File: config.mk
export PLATFORM = sky130hd
export DESIGN_NAME = arm_multicycle_controller
export DESIGN_NICKNAME = d
export VERILOG_FILES = /design/src/rtl/arm_pkg.sv /design/src/rtl/arm_cond_unit.sv /design/src/rtl/arm_multicycle_controller.sv
export SDC_FILE = /design/constraint.sdc
export NUM_CORES = 1
export LEC_CHECK = 0
export ABC_AREA = 1
export BUFFER_PORTS_ARGS = -buffer_cell sky130_fd_sc_hd__buf_2
export CAP_MARGIN = 40
export CORE_MARGIN = 2
export CORE_UTILIZATION = 40
export DETAILED_ROUTE_END_ITERATION = 8
export HOLD_SLACK_MARGIN = 0.06
export PLACE_DENSITY = 0.81
export SLEW_MARGIN = 25
export SYNTH_ARGS = -nofsm -noshare
export SYNTH_HDL_FRONTEND = slang
export SYNTH_SLANG_ARGS = --single-unit
export TNS_END_PERCENT = 50
File: constraint.sdc
create_clock -name clk -period 2.3 [get_ports clk]
set_input_delay 0 -clock clk [delete_from_list [all_inputs] [get_ports clk]]
set_output_delay 0 -clock clk [all_outputs]
set_load 0.01 [all_outputs]
File: src/rtl/arm_pkg.sv
// Shared types and encodings for the multi-cycle ARM control unit.
// ALU operation codes reuse the ARM data-processing cmd encoding.
package arm_pkg;

  typedef enum logic [3:0] {
    S_FETCH, S_DECODE, S_MEM_ADR, S_MEM_RD, S_MEM_WB,
    S_MEM_WR, S_EXEC_R, S_EXEC_I, S_ALU_WB, S_BRANCH
  } state_t;

  localparam logic [1:0] OP_DP  = 2'b00;
  localparam logic [1:0] OP_MEM = 2'b01;
  localparam logic [1:0] OP_BR  = 2'b10;
  localparam logic [1:0] OP_ILL = 2'b11;

  localparam logic [3:0] CMD_AND = 4'h0, CMD_EOR = 4'h1, CMD_SUB = 4'h2, CMD_RSB = 4'h3;
  localparam logic [3:0] CMD_ADD = 4'h4, CMD_ADC = 4'h5, CMD_SBC = 4'h6, CMD_RSC = 4'h7;
  localparam logic [3:0] CMD_TST = 4'h8, CMD_TEQ = 4'h9, CMD_CMP = 4'hA, CMD_CMN = 4'hB;
  localparam logic [3:0] CMD_ORR = 4'hC, CMD_MOV = 4'hD, CMD_BIC = 4'hE, CMD_MVN = 4'hF;

  localparam logic [3:0] COND_EQ = 4'h0, COND_NE = 4'h1, COND_CS = 4'h2, COND_CC = 4'h3;
  localparam logic [3:0] COND_MI = 4'h4, COND_PL = 4'h5, COND_VS = 4'h6, COND_VC = 4'h7;
  localparam logic [3:0] COND_HI = 4'h8, COND_LS = 4'h9, COND_GE = 4'hA, COND_LT = 4'hB;
  localparam logic [3:0] COND_GT = 4'hC, COND_LE = 4'hD, COND_AL = 4'hE, COND_NV = 4'hF;

  localparam logic [3:0] ALU_ADD = CMD_ADD;

  localparam logic [1:0] IMM_DP  = 2'b00;
  localparam logic [1:0] IMM_MEM = 2'b01;
  localparam logic [1:0] IMM_BR  = 2'b10;

  localparam logic [1:0] PC_PLUS4  = 2'b00;
  localparam logic [1:0] PC_ALU    = 2'b01;
  localparam logic [1:0] PC_RESULT = 2'b10;

  localparam logic [1:0] SRCB_REG  = 2'b00;
  localparam logic [1:0] SRCB_IMM  = 2'b01;
  localparam logic [1:0] SRCB_FOUR = 2'b10;

  // Arithmetic commands produce a meaningful overflow; logical ones leave V alone.
  function automatic logic is_arith(input logic [3:0] cmd);
    return cmd inside {CMD_SUB, CMD_RSB, CMD_ADD, CMD_ADC, CMD_SBC, CMD_RSC, CMD_CMP, CMD_CMN};
  endfunction

endpackage

File: src/rtl/arm_cond_unit.sv
// Condition-code evaluator: decides whether an instruction with the given
// cond field executes under the current NZCV flags. NV never executes.
module arm_cond_unit
  import arm_pkg::*;
(
  input  logic [3:0] cond,
  input  logic [3:0] nzcv,
  output logic       cond_ok
);

  logic n, z, c, v;
  assign {n, z, c, v} = nzcv;

  always_comb begin
    cond_ok = 1'b0;
    case (cond)
      COND_EQ: cond_ok = z;
      COND_NE: cond_ok = ~z;
      COND_CS: cond_ok = c;
      COND_CC: cond_ok = ~c;
      COND_MI: cond_ok = n;
      COND_PL: cond_ok = ~n;
      COND_VS: cond_ok = v;
      COND_VC: cond_ok = ~v;
      COND_HI: cond_ok = c & ~z;
      COND_LS: cond_ok = ~c | z;
      COND_GE: cond_ok = (n == v);
      COND_LT: cond_ok = (n != v);
      COND_GT: cond_ok = ~z & (n == v);
      COND_LE: cond_ok = z | (n != v);
      COND_AL: cond_ok = 1'b1;
      default: cond_ok = 1'b0;
    endcase
  end

endmodule

File: src/rtl/arm_multicycle_controller.sv
// Moore control FSM for the multi-cycle ARM datapath: sequences each
// instruction through fetch/decode/execute/memory/writeback and owns NZCV.
module arm_multicycle_controller
  import arm_pkg::*;
#(
  parameter int ALU_CTL_W = 4,
  parameter bit EN_WAIT   = 1'b1,
  parameter bit COND_EXEC = 1'b1
) (
  input  logic                 clk,
  input  logic                 reset,
  input  logic [31:0]          instr,
  input  logic                 mem_ready,
  input  logic [3:0]           alu_flags,
  output logic                 mem_req,
  output logic                 mem_write,
  output logic                 adr_src,
  output logic                 ir_write,
  output logic                 pc_write,
  output logic [1:0]           pc_src,
  output logic                 reg_write,
  output logic [1:0]           reg_src,
  output logic [1:0]           imm_src,
  output logic                 alu_src_a,
  output logic [1:0]           alu_src_b,
  output logic [ALU_CTL_W-1:0] alu_ctl,
  output logic                 carry_in,
  output logic                 result_src,
  output logic [3:0]           flags,
  output logic                 illegal_instr
);

  state_t     state_reg, state_next;
  logic [3:0] flags_reg;
  logic [3:0] alu_op;
  logic       cond_hit, cond_ok, ready, flag_load, exec_state;

  logic [1:0] op;
  logic [3:0] cmd, rd;
  logic       i_bit, l_bit;
  logic       unused_instr_bits;

  assign op    = instr[27:26];
  assign i_bit = instr[25];
  assign cmd   = instr[24:21];
  assign l_bit = instr[20];
  assign rd    = instr[15:12];
  assign unused_instr_bits = ^{instr[19:16], instr[11:0]};

  arm_cond_unit u_cond (
    .cond    (instr[31:28]),
    .nzcv    (flags_reg),
    .cond_ok (cond_hit)
  );

  assign cond_ok    = COND_EXEC ? cond_hit : 1'b1;
  assign ready      = EN_WAIT ? mem_ready : 1'b1;
  assign exec_state = (state_reg == S_EXEC_R) || (state_reg == S_EXEC_I);
  // Compare-class commands (10xx) always set flags, whatever the S bit says.
  assign flag_load  = exec_state && (l_bit || cmd[3:2] == 2'b10);

  always_ff @(posedge clk or posedge reset) begin
    if (reset) begin
      state_reg <= S_FETCH;
      flags_reg <= 4'b0000;
    end else begin
      state_reg <= state_next;
      if (flag_load)
        flags_reg <= {alu_flags[3:1], is_arith(cmd) ? alu_flags[0] : flags_reg[0]};
    end
  end

  always_comb begin
    state_next    = state_reg;
    mem_req       = 1'b0;
    mem_write     = 1'b0;
    adr_src       = 1'b0;
    ir_write      = 1'b0;
    pc_write      = 1'b0;
    pc_src        = PC_PLUS4;
    reg_write     = 1'b0;
    imm_src       = IMM_DP;
    alu_src_a     = 1'b0;
    alu_src_b     = SRCB_REG;
    alu_op        = ALU_ADD;
    result_src    = 1'b0;
    illegal_instr = 1'b0;
    case (state_reg)
      S_FETCH: begin
        mem_req   = 1'b1;
        alu_src_a = 1'b1;
        alu_src_b = SRCB_FOUR;
        if (ready) begin
          ir_write   = 1'b1;
          pc_write   = 1'b1;
          state_next = S_DECODE;
        end
      end
      S_DECODE: begin
        if (!cond_ok) state_next = S_FETCH;
        else begin
          case (op)
            OP_MEM:  state_next = S_MEM_ADR;
            OP_DP:   state_next = i_bit ? S_EXEC_I : S_EXEC_R;
            OP_BR:   state_next = S_BRANCH;
            default: begin
              illegal_instr = 1'b1;
              state_next    = S_FETCH;
            end
          endcase
        end
      end
      S_MEM_ADR: begin
        imm_src    = IMM_MEM;
        alu_src_b  = i_bit ? SRCB_REG : SRCB_IMM;
        state_next = l_bit ? S_MEM_RD : S_MEM_WR;
      end
      S_MEM_RD: begin
        mem_req = 1'b1;
        adr_src = 1'b1;
        if (ready) state_next = S_MEM_WB;
      end
      S_MEM_WR: begin
        mem_req   = 1'b1;
        mem_write = 1'b1;
        adr_src   = 1'b1;
        if (ready) state_next = S_FETCH;
      end
      S_EXEC_R, S_EXEC_I: begin
        alu_op     = cmd;
        alu_src_b  = (state_reg == S_EXEC_I) ? SRCB_IMM : SRCB_REG;
        state_next = (cmd[3:2] == 2'b10) ? S_FETCH : S_ALU_WB;
      end
      S_MEM_WB, S_ALU_WB: begin
        result_src = (state_reg == S_MEM_WB);
        // A write to R15 is a jump: redirect the PC instead of the register file.
        if (rd == 4'd15) begin
          pc_write = 1'b1;
          pc_src   = PC_RESULT;
        end else begin
          reg_write = 1'b1;
        end
        state_next = S_FETCH;
      end
      S_BRANCH: begin
        alu_src_a  = 1'b1;
        alu_src_b  = SRCB_IMM;
        imm_src    = IMM_BR;
        pc_write   = 1'b1;
        pc_src     = PC_ALU;
        state_next = S_FETCH;
      end
      default: state_next = S_FETCH;
    endcase
    if (reset) begin
      mem_req       = 1'b0;
      mem_write     = 1'b0;
      ir_write      = 1'b0;
      pc_write      = 1'b0;
      reg_write     = 1'b0;
      illegal_instr = 1'b0;
    end
  end

  assign reg_src  = {op == OP_MEM && !l_bit, op == OP_BR};
  assign alu_ctl  = ALU_CTL_W'(alu_op);
  assign carry_in = flags_reg[1];
  assign flags    = flags_reg;

endmodule

==> out/qor.yml, run 1 <==
yosys:
  synth-seq-cells: 8
  syn_nets: 195
  synth_area_um2: 890
  synth.distinct_cells: 26
  avgSynthCellArea_um2: 5.70
  yosysTopAreaCell: "dfrtp_1"
  synthTopCellsByArea: "dfrtp_1 (23%), nand2_1 (20%), inv_1 (12%)"
  synth.top_cell.area_share_pct: 22.5
  syn_inst: 156
  yosysWarnings: 0
  ys_seq_area_share_pct: 22.5
timing:
  hold_viol_final: 0
  tns_ns: 0
  finalCritPeriodShare_pct: 83.1
  fmax_ghz: 0.523
  relSlewSlack_pct: 79.4
  clock_skew_ns: 0.000868
  fin_crit_ns: 1.91
  setup_viol: 0
  finalMaxSlewViolations: 0
  worstMarginPinSlew_ns: 0.309
  rsz0062_at_grt: "no"
cells_and_area:
  n_fill_cell: 230
  final_cell_mix: "nand2_1 (48), buf_2 (48), inv_1 (29), nor2_1 (21), nand3_1 (13)"
  nets: 252
  diodes: 0
  finalInstanceArea_um2: 1240
  area_delta_synth_final_pct: 39.1
  drive_gt1_share_pct: 31.3
detailed_routing:
  wl_per_cell_um: 9.59
  drc: 0
  dr.pass1.iters: 4
  drt-initial-drc-count: 11
  num_vias: 1097
  finalWirelength_mm: 2.29
  vias_per_cell: 4.59
  ant_nets: 0
critical_path:
  crit_required_ns: 2.42
  critPathLaunchType: "flop"
  crit_path_max_fanout: 5
  cp_data_arrival_time_ns: 2.03
  crit_type: "flop to flop"
  end_kind: "flop"
power:
  ir_worst_vdd_mv: 0.657
  leakage_nw: 0.757
  power.density_nw_per_um2: 945
die:
  io_pins: 65
  rows: 17
  core-area_um2: 2150
  start_util_pct: 41.4
  die_w_um: 51.2
  die_h_um: 51.2
  die_area_um2: 2620
clock_tree:
  h-tree-depth: 1
  postCtsSetupBuffers: 0
  clk-insertion-delay-late_ns: 0.24
  clkSlewWorstSetupHoldPaths_ns: 0.05
  cts_buffer_depth: 2
  cts_sinks: 8
  cts_buffers: 3
  tritoncts: "built"
  clockRootBuffer: "clkbuf_4"
global_route:
  grt_pass1_wl_mm: 3.80
  antenna_found_initial: 0
  grt_pass1_vias: 944
  grt_max_degree: 10
  grtUsageTotal_pct: 18.6
  grt_overflow: 0
min_path:
  hold_class: "input pin to flop"
placed_design:
  dp_hpwl_mm: 1.84
  io_buffers: 48
  placed_cell_area_um2: 1140
  place.gp.congestion: 0.885
status:
  status: "completed"
job:
  max_cap_viol_count: 0
-- power breakdown --
group	switching (W)	internal (W)	total [W]
combinational	0.000480	0.000299	0.000779
clock	0.0000419	0.0000593	0.000101
sequential	0.0000848	0.000204	0.000289
-- worst max-delay path: stages, from the launching register on --
cell and delay (ns):
dfrtp_1 0.40, inv_1 0.11, nand2_1 0.07, nand2_1 0.09, nand2_1 0.07, nand2_1 0.06, nand2_1 0.05, nand2_1 0.06
nand3_2 0.12, nand2_1 0.09, o211ai_1 0.09, dlygate4sd3_1 0.57
-- path summary, 6_finish.rpt --
check,end,startpoint,cells past startpoint,slack [ns]
min in group asynchronous,flags[1],reset,3,0.34
setup reg to reg,state_reg[1],flags[0],11,0.39
max in group asynchronous,state_reg[0],reset,3,1.73
hold / removal,state_reg[3],instr[26],4,0.10
hold reg to reg,state_reg[2],state_reg[2],2,0.54
setup / recovery,state_reg[1],flags[0],11,0.39
-- synth_stat cells --
master / n
dfrtp_1: 8
o21ai_0: 4
inv_1: 29
nand2_2: 2
o211ai_1: 3
a21oi_2: 1
a211oi_1: 1
a31oi_1: 1
nand2_1: 48
nor2_1: 21
nand4_1: 1
nor4_1: 1
nor3_1: 3
a21oi_1: 3
inv_2: 3
nor2_4: 2
a21oi_4: 1
buf_4: 2
nand3_1: 13
mux2_2: 1
nor3_2: 1
nand3_2: 1
nor2_2: 3
nand3b_1: 1
o41ai_1: 1
buf_2: 1
-- stage by stage --
step           hold slack, ns  setup slack, ns  power [W]  utilization, %  cells
4_1_cts                0.0903            0.405    0.00117            57.6    239
6_report                0.102            0.389    0.00117            57.6    239
5_1_grt                 0.124            0.221    0.00129            57.6    239
3_3_place_gp           0.0179            0.943    0.00103            53.3    229
3_5_place_dp           0.0217            0.918    0.00104            53.3    229
2_1_floorplan          -0.176             1.02   0.000828               -    156
-- metal layers --
layer / global-route usage [%] / share of wire, %
met4: 9.91 / 1.6
met1: 24.4 / 46
met2: 30.3 / 48
met5: 0 / 0
met3: 1.46 / 4.4
-- repair_timing --
action	in CTS	in global routing
hold buffers	7	0
hold endpoints to repair	13	0
resized for setup	0	0
-- cell type report --
class / count / area [µm²] / share of cell area, %
multi-input combinational: 113 / 549 / 44.4
inverter: 32 / 120 / 9.71
tap: 28 / 35.0 / 2.83
sequential: 8 / 200 / 16.2
timing repair buffer: 55 / 310 / 25.1
clock buffer: 3 / 22.5 / 1.82
-- logic make-up (layout without fill, tap and decap cells) --
logic type,count (synthesis),after routing,share of synthesized area (%)
mux,1,1,1.27
compound gates,15,15,11.8
flops,8,8,22.5
simple gates,97,97,48.7
buf+inv,35,90,15.8
(Power assumes the default switching activity.)
==> inputs of run 2 (changes only) <==
--- a/config.mk
+++ b/config.mk
@@ -9,10 +9,10 @@
 export BUFFER_PORTS_ARGS = -buffer_cell sky130_fd_sc_hd__buf_2
 export CAP_MARGIN = 40
 export CORE_MARGIN = 2
-export CORE_UTILIZATION = 40
+export CORE_UTILIZATION = 36
 export DETAILED_ROUTE_END_ITERATION = 8
 export HOLD_SLACK_MARGIN = 0.06
-export PLACE_DENSITY = 0.81
+export PLACE_DENSITY = 0.77
 export SLEW_MARGIN = 25
 export SYNTH_ARGS = -nofsm -noshare
 export SYNTH_HDL_FRONTEND = slang
==> constraint.sdc (replaced) <==
create_clock -name clk -period 1.7 [get_ports clk]
set_input_delay 0 -clock clk [delete_from_list [all_inputs] [get_ports clk]]
set_output_delay 0 -clock clk [all_outputs]
set_load 0.01 [all_outputs]
==> run 2 against run 1 <==
Worst setup slack worse by 0.26 ns. Non-clock buffer count is 2 higher. Die area is 10% higher. Sequential share of layout area is 0.28 points lower. Combinational power is 37% higher. Critical path type is now flop to primary output. Highest routed layer unchanged.
==> out/qor.yml, run 2 (synthesized netlist as in run 1, its figures left out) <==
die:
  io_pins: 65  # unchanged
  start_util_pct: 36.9  # was 41.4%
  die_area_um2: 2880  # was 2620 µm²
  die_h_um: 53.7  # was 51.2 µm
  core-area_um2: 2410  # was 2150 µm²
  rows: 18  # was 17
  die_w_um: 53.7  # was 51.2 µm
cells_and_area:
  area_delta_synth_final_pct: 42.5  # was 39.1%
  drive_gt1_share_pct: 33.3  # was 31.3%
  diodes: 0  # unchanged
  nets: 254  # was 252
  final_cell_mix: "nand2_1 (48), buf_2 (48), inv_1 (29), nor2_1 (20), nand3_1 (13)"  # was nand2_1 (48), buf_2 (48), inv_1 (29), nor2_1 (21), nand3_1 (13)
  finalInstanceArea_um2: 1270  # was 1240 µm²
critical_path:
  cp_data_arrival_time_ns: 1.57  # was 2.03 ns
  path_buf_inv: 5  # was 2
  r2r_start: "state_reg[2]"  # was flags[0]
  slowest_delay_ns: 0.43  # was 0.57 ns
  path_cells: "inv_1 -> nor2_2 -> inv_1 -> nor2_2 -> inv_1 -> nor4_1 -> nand2_1 -> inv_1 -> buf_2"  # was inv_1 -> nand2_1 -> nand2_1 -> nand2_1 -> nand2_1 -> nand2_1 -> nand2_1 -> nand3_2 -> nand2_1 -> o211ai_1 -> dlygate4sd3_1
  slowest_stage: "dfrtp_2"  # was dlygate4sd3_1
  crit_required_ns: 1.70  # was 2.42 ns
  crit_cells: 9  # was 11
  crit_type: "flop to primary output"  # was flop to flop
  critPathLaunchType: "flop"  # unchanged
  crit_path_max_fanout: 8  # was 5
  reg2reg_depth: 6  # was 11
  crit_path_frequent_cell: "inv_1"  # was nand2_1
  r2r_slack_ns: 0.17  # was 0.39 ns
  crit_family: "simple AND/OR/NAND/NOR gates"  # was buffers and inverters
  r2r_end: "flags[2]"  # was state_reg[1]
  end_kind: "primary output"  # was flop
timing:
  rsz0062_at_grt: "yes"  # was no
  fmax_ghz: 0.638
  setup_viol: 0  # unchanged
  finalCritPeriodShare_pct: 92.1
  finalMaxSlewViolations: 0  # unchanged
  relSlewSlack_pct: 78.2  # was 79.4%
  worstMarginPinSlew_ns: 0.327  # was 0.309 ns
  tns_ns: 0  # unchanged
  fin_crit_ns: 1.57
  hold_viol_final: 0  # unchanged
  clock_skew_ns: 0.00185  # was 0.000868 ns
  timing.hold.ws_ns: 0.0810  # was 0.102 ns
min_path:
  hold_path_startpoint: "instr[26]"  # unchanged
  hold_class: "input pin to flop"  # unchanged
  hold_path_end: "state_reg[3]"  # unchanged
  min_delay_path_depth: 4  # unchanged
clock_tree:
  cts_buffer_depth: 2  # unchanged
  clkSlewWorstSetupHoldPaths_ns: 0.05  # about the same
  cts_buffers: 3  # unchanged
  clockRootBuffer: "clkbuf_4"  # unchanged
  tritoncts: "built"  # unchanged
  clk-insertion-delay-late_ns: 0.25  # was 0.24 ns
  h-tree-depth: 1  # unchanged
  cts_sinks: 8  # unchanged
global_route:
  grt_max_degree: 10  # unchanged
  grt_pass1_wl_mm: 3.77  # was 3.80 mm
  grt_overflow: 0  # unchanged
  grtUsageTotal_pct: 17.6  # was 18.6%
  antenna_found_initial: 0  # unchanged
  grt_pass1_vias: 952  # was 944
detailed_routing:
  wl_per_cell_um: 9.70  # was 9.59 µm
  vias_per_cell: 4.61  # was 4.59
  num_vias: 1121  # was 1097
  drc: 0  # unchanged
  routed.top_layer: "met4"  # unchanged
  ant_nets: 0  # unchanged
  wl_met3_um: 81  # was 102 µm
  wl_met2_mm: 1.18  # was 1.11 mm
  dr.pass1.iters: 4  # unchanged
  met1_length_mm: 1.06  # was 1.05 mm
  finalWirelength_mm: 2.36  # was 2.29 mm
  drt-initial-drc-count: 10  # was 11
placed_design:
  place.gp.congestion: 0.829  # was 0.885
  placed_cell_area_um2: 1150  # was 1140 µm²
  dp_hpwl_mm: 1.79  # was 1.84 mm
  io_buffers: 48  # unchanged
power:
  ir_worst_vdd_mv: 0.798  # was 0.657 mV
  power.density_nw_per_um2: 1270  # was 945 nW/µm²
  leakage_nw: 0.765  # was 0.757 nW
job:
  max_cap_viol_count: 0  # unchanged
status:
  status: "completed"  # unchanged
run 2: cell types whose count changed in the layout (fill, tap and decap cells not counted):
cell     change
buf_4        +2
nor2_1       -1
dfrtp_2      +1
nor2_4       +1
a21oi_2      +1
dfrtp_1      -1
a21oi_1      -1
run 2: power by group:
group	internal, W	switching, W	total, W
Combinational	0.000421	0.000650	0.00107
Sequential	0.000279	0.000118	0.000396
Clock	0.0000804	0.0000587	0.000139
run 2: per-layer routing:
metal	GRT usage [%]	vias up
li1	-	596
met1	21.1	495
met2	30.5	26
met3	2.22	4
met4	8.97	0
met5	0	-
run 2: through the flow:
stage	power (W)	worst slack, ns	util [%]	cells
floorplan	0.00112	0.421	-	156
global placement	0.00140	0.316	47.6	231
detailed placement	0.00141	0.313	47.6	231
CTS	0.00157	0.0555	51.5	241
global route	0.00181	-0.00752	52.6	243
finish	0.00161	0.134	52.6	243
run 2: area by class of cell:
cell class                 instances  area [µm²]
fill                             270        1140
multi-input combinational        113         561
timing repair buffer              57         325
sequential                         8         201
inverter                          32         120
tap                               30        37.5
clock buffer                       3        22.5
run 2: worst max path at each step:
stage	start	endpoint
6_report	state_reg[0]	illegal_instr
5_1_grt	state_reg[0]	illegal_instr
4_1_cts	state_reg[0]	illegal_instr
3_5_place_dp	flags[0]	state_reg[2]
3_3_place_gp	state_reg[2]	flags[2]
2_1_floorplan	state_reg[0]	pc_write
run 2: worst register-to-register path: cells and delay by family, from the launching register on:
family	cells	cell delay (ns)
simple gates	2	0.23
buf+inv	2	0.23
mux	1	0.35
flops	1	0.41
compound gates	1	0.19
run 2: timing repair:
item,CTS,global route
hold buffers,7,0
resized for setup,0,4
setup endpoints to repair,0,1
hold endpoints to repair,13,0
buffers inserted,0,2
==> inputs of run 3 (changes only) <==
--- a/config.mk
+++ b/config.mk
@@ -7,14 +7,14 @@
 export LEC_CHECK = 0
 export ABC_AREA = 1
 export BUFFER_PORTS_ARGS = -buffer_cell sky130_fd_sc_hd__buf_2
-export CAP_MARGIN = 40
 export CORE_MARGIN = 2
-export CORE_UTILIZATION = 36
+export CORE_UTILIZATION = 37
 export DETAILED_ROUTE_END_ITERATION = 8
 export HOLD_SLACK_MARGIN = 0.06
-export PLACE_DENSITY = 0.77
+export PLACE_DENSITY = 0.78
 export SLEW_MARGIN = 25
 export SYNTH_ARGS = -nofsm -noshare
 export SYNTH_HDL_FRONTEND = slang
+export SYNTH_HIERARCHICAL = 1
 export SYNTH_SLANG_ARGS = --single-unit
 export TNS_END_PERCENT = 50
==> run 3 against run 2 <==
Count of clock-buffer cells in the layout did not move. Total power down 5.4%. Register-to-register slack improved by 0.06 ns. Critical path depth increased by 2. Via count is 4.2% higher. Clock power about the same. Non-clock buffer count is 1 lower. Die area up 3.7%. Cell area is 3.2% higher.
==> out/qor.yml, run 3 <==
status:
  status: "completed"  # unchanged
critical_path:
  crit_type: "flop to primary output"  # unchanged
  crit_path_max_fanout: 6  # was 8
  end_kind: "primary output"  # unchanged
  critPathLaunchType: "flop"  # unchanged
  cp_data_arrival_time_ns: 1.54  # was 1.57 ns
  crit_required_ns: 1.70  # about the same
clock_tree:
  cts_sinks: 8  # unchanged
  clk-insertion-delay-late_ns: 0.25  # about the same
  clkSlewWorstSetupHoldPaths_ns: 0.05  # about the same
  cts_buffer_depth: 2  # unchanged
  postCtsSetupBuffers: 0  # unchanged
  clockRootBuffer: "clkbuf_4"  # unchanged
  h-tree-depth: 1  # unchanged
  cts_buffers: 3  # unchanged
  tritoncts: "built"  # unchanged
timing:
  relSlewSlack_pct: 72.9  # was 78.2%
  fmax_ghz: 0.651  # was 0.638 GHz
  rsz0062_at_grt: "no"  # was yes
  finalCritPeriodShare_pct: 90.4  # was 92.1%
  tns_ns: 0  # unchanged
  setup_viol: 0  # unchanged
  finalMaxSlewViolations: 0  # unchanged
  hold_viol_final: 0  # unchanged
  timing.hold.ws_ns: 0.0642  # was 0.0810 ns
  clock_skew_ns: 0.00475  # was 0.00185 ns
  worstMarginPinSlew_ns: 0.406  # was 0.327 ns
  fin_crit_ns: 1.54  # was 1.57 ns
cells_and_area:
  n_fill_cell: 280  # was 270
  area_delta_synth_final_pct: 37.5  # was 42.5%
  fin_cells: 260  # was 243
  drive_gt1_share_pct: 32.6  # was 33.3%
  layout_commonest_cell: "nand2_1"
  nets: 271  # was 254
  finalCoreUtilization_pct: 53.3  # was 52.6%
  diodes: 0  # unchanged
  final_cell_mix: "nand2_1 (64), buf_2 (48), nor2_1 (23), inv_1 (20), nand3_1 (19)"  # was nand2_1 (48), buf_2 (48), inv_1 (29), nor2_1 (20), nand3_1 (13)
yosys:
  synth_edf_count: 0  # unchanged
  syn_inst: 174  # was 156
  synth_most_common_cell: "nand2_1"  # unchanged
  synth-seq-cells: 8  # unchanged
  synth.top_cell.area_share_pct: 25.3  # was 22.5%
  synth_area_um2: 951  # was 890 µm²
  synthTopCellsByArea: "nand2_1 (25%), dfrtp_1 (21%), nand3_1 (10%)"  # was dfrtp_1 (23%), nand2_1 (20%), inv_1 (12%)
  syn_nets: 213  # was 195
  yosysWarnings: 6  # was 0
  avgSynthCellArea_um2: 5.47  # was 5.70 µm²
  yosys_most_used_dff: "dfrtp_1"  # unchanged
  synthTopCellsByCount: "nand2_1 (64), nor2_1 (23), inv_1 (21), nand3_1 (19)"  # was nand2_1 (48), inv_1 (29), nor2_1 (21), nand3_1 (13), dfrtp_1 (8)
  async_flop_share_pct: 100  # unchanged
  synth.distinct_cells: 21  # was 26
  yosysTopAreaCell: "nand2_1"  # was dfrtp_1
  ys_seq_area_share_pct: 21.1  # was 22.5%
global_route:
  grt_pass1_wl_mm: 3.66  # was 3.77 mm
  antenna_found_initial: 0  # unchanged
  grt_overflow: 0  # unchanged
  grtUsageTotal_pct: 16.7  # was 17.6%
  grt_max_degree: 12  # was 10
  grt_pass1_vias: 902  # was 952
detailed_routing:
  num_vias: 1168  # was 1121
  finalWirelength_mm: 2.33  # was 2.36 mm
  ant_nets: 0  # unchanged
  drt-initial-drc-count: 23  # was 10
  wl_per_cell_um: 8.95  # was 9.70 µm
  dr.pass1.iters: 4  # unchanged
  drc: 0  # unchanged
  vias_per_cell: 4.49  # was 4.61
placed_design:
  dpl.cell_count: 249  # was 231
  io_buffers: 48  # unchanged
  dp_hpwl_mm: 1.84  # was 1.79 mm
  place.gp.congestion: 0.793  # was 0.829
die:
  die_area_um2: 2990  # was 2880 µm²
  core-area_um2: 2450  # was 2410 µm²
  die_w_um: 54.7  # was 53.7 µm
  io_pins: 65  # unchanged
  die_h_um: 54.7  # was 53.7 µm
  rows: 18  # unchanged
  start_util_pct: 38.7  # was 36.9%
min_path:
  hold_class: "input pin to flop"  # unchanged
power:
  leakage_nw: 0.831  # was 0.765 nW
  ir_worst_vdd_mv: 0.711  # was 0.798 mV
  power.density_nw_per_um2: 1160  # was 1270 nW/µm²
job:
  max_cap_viol_count: 0  # unchanged
## run 3: changes by cell type after synthesis, moves of 2 or more
cell      before  now
nand3_1       13   19
nor2_1        21   23
o21ai_1        0    2
nand2_2        2    4
clkinv_1       0    3
inv_1         29   21
o21ai_0        4    0
inv_2          3    8
nand2_1       48   64
## run 3: timing repair
action / 4_1_cts / 5_1_grt
endpoints found under the hold margin: 14 / 0
resized for setup: 0 / 3
setup endpoints to repair: 0 / 2
hold buffers: 8 / 0
## run 3: per-layer routing
layer	global-route usage [%]	vias up	share of wire, %
met1	23.4	490	47
met5	0	-	0
met2	25.4	30	46
li1	-	646	-
met3	4.64	2	6.7
met4	3.33	0	0.56
## run 3: path summary, 6_finish.rpt
path	startpoint	end	slack [ns]	depth (start not counted)
worst max-delay path	flags[0]	illegal_instr	0.16	11
worst min register to register	flags[0]	flags[0]	0.54	2
max in group asynchronous	reset	flags[3]	1.08	3
worst max register to register	flags[0]	state_reg[2]	0.23	14
min in group asynchronous	reset	state_reg[3]	0.31	3
worst min-delay path	instr[23]	flags[0]	0.06	4
## run 3: worst max-delay path, cell delays in order (launching register included)
cell and delay [ns]:
dfrtp_2 0.43, inv_1 0.09, nand2_1 0.06, nand3_1 0.09, nand2_1 0.06, nand2_1 0.06, nand2_1 0.05, nor2_1 0.07
nand2_1 0.10, nand2_1 0.10, nor2_1 0.04, buf_2 0.13
## run 3: layout make-up
| class | instances | area, µm² | share of cell area [%] |
|---|---|---|---|
| Clock buffer | 3 | 22.5 | 1.72 |
| Inverter | 32 | 120 | 9.19 |
| Sequential cell | 8 | 203 | 15.5 |
| Tap cell | 30 | 37.5 | 2.87 |
| Timing Repair Buffer | 56 | 320 | 24.5 |
| Multi-Input combinational cell | 131 | 604 | 46.2 |
## run 3: kinds of logic (layout without fill, tap and decap cells)
family          after synthesis  count (layout)  synth area share [%]
compound gates                9               9                  6.45
simple gates                122             122                  57.1
buf+inv                      35              91                  15.4
flops                         8               8                  21.1
## run 3: power breakdown
part	switching [W]	total, W	internal (W)
clock	0.0000609	0.000141	0.0000805
sequential	0.000159	0.000434	0.000276
combinational	0.000565	0.000944	0.000379
## run 3: per-stage QoR
| step | worst slack (ns) | power [W] | cell area, µm² |
|---|---|---|---|
| after floorplan | 0.351 | 0.00111 | 951 |
| after global placement | 0.197 | 0.00136 | 1200 |
| after detailed placement | 0.204 | 0.00136 | 1200 |
| after CTS | 0.122 | 0.00152 | 1310 |
| after global routing | 0.00112 | 0.00168 | 1310 |
| final | 0.163 | 0.00152 | 1310 |
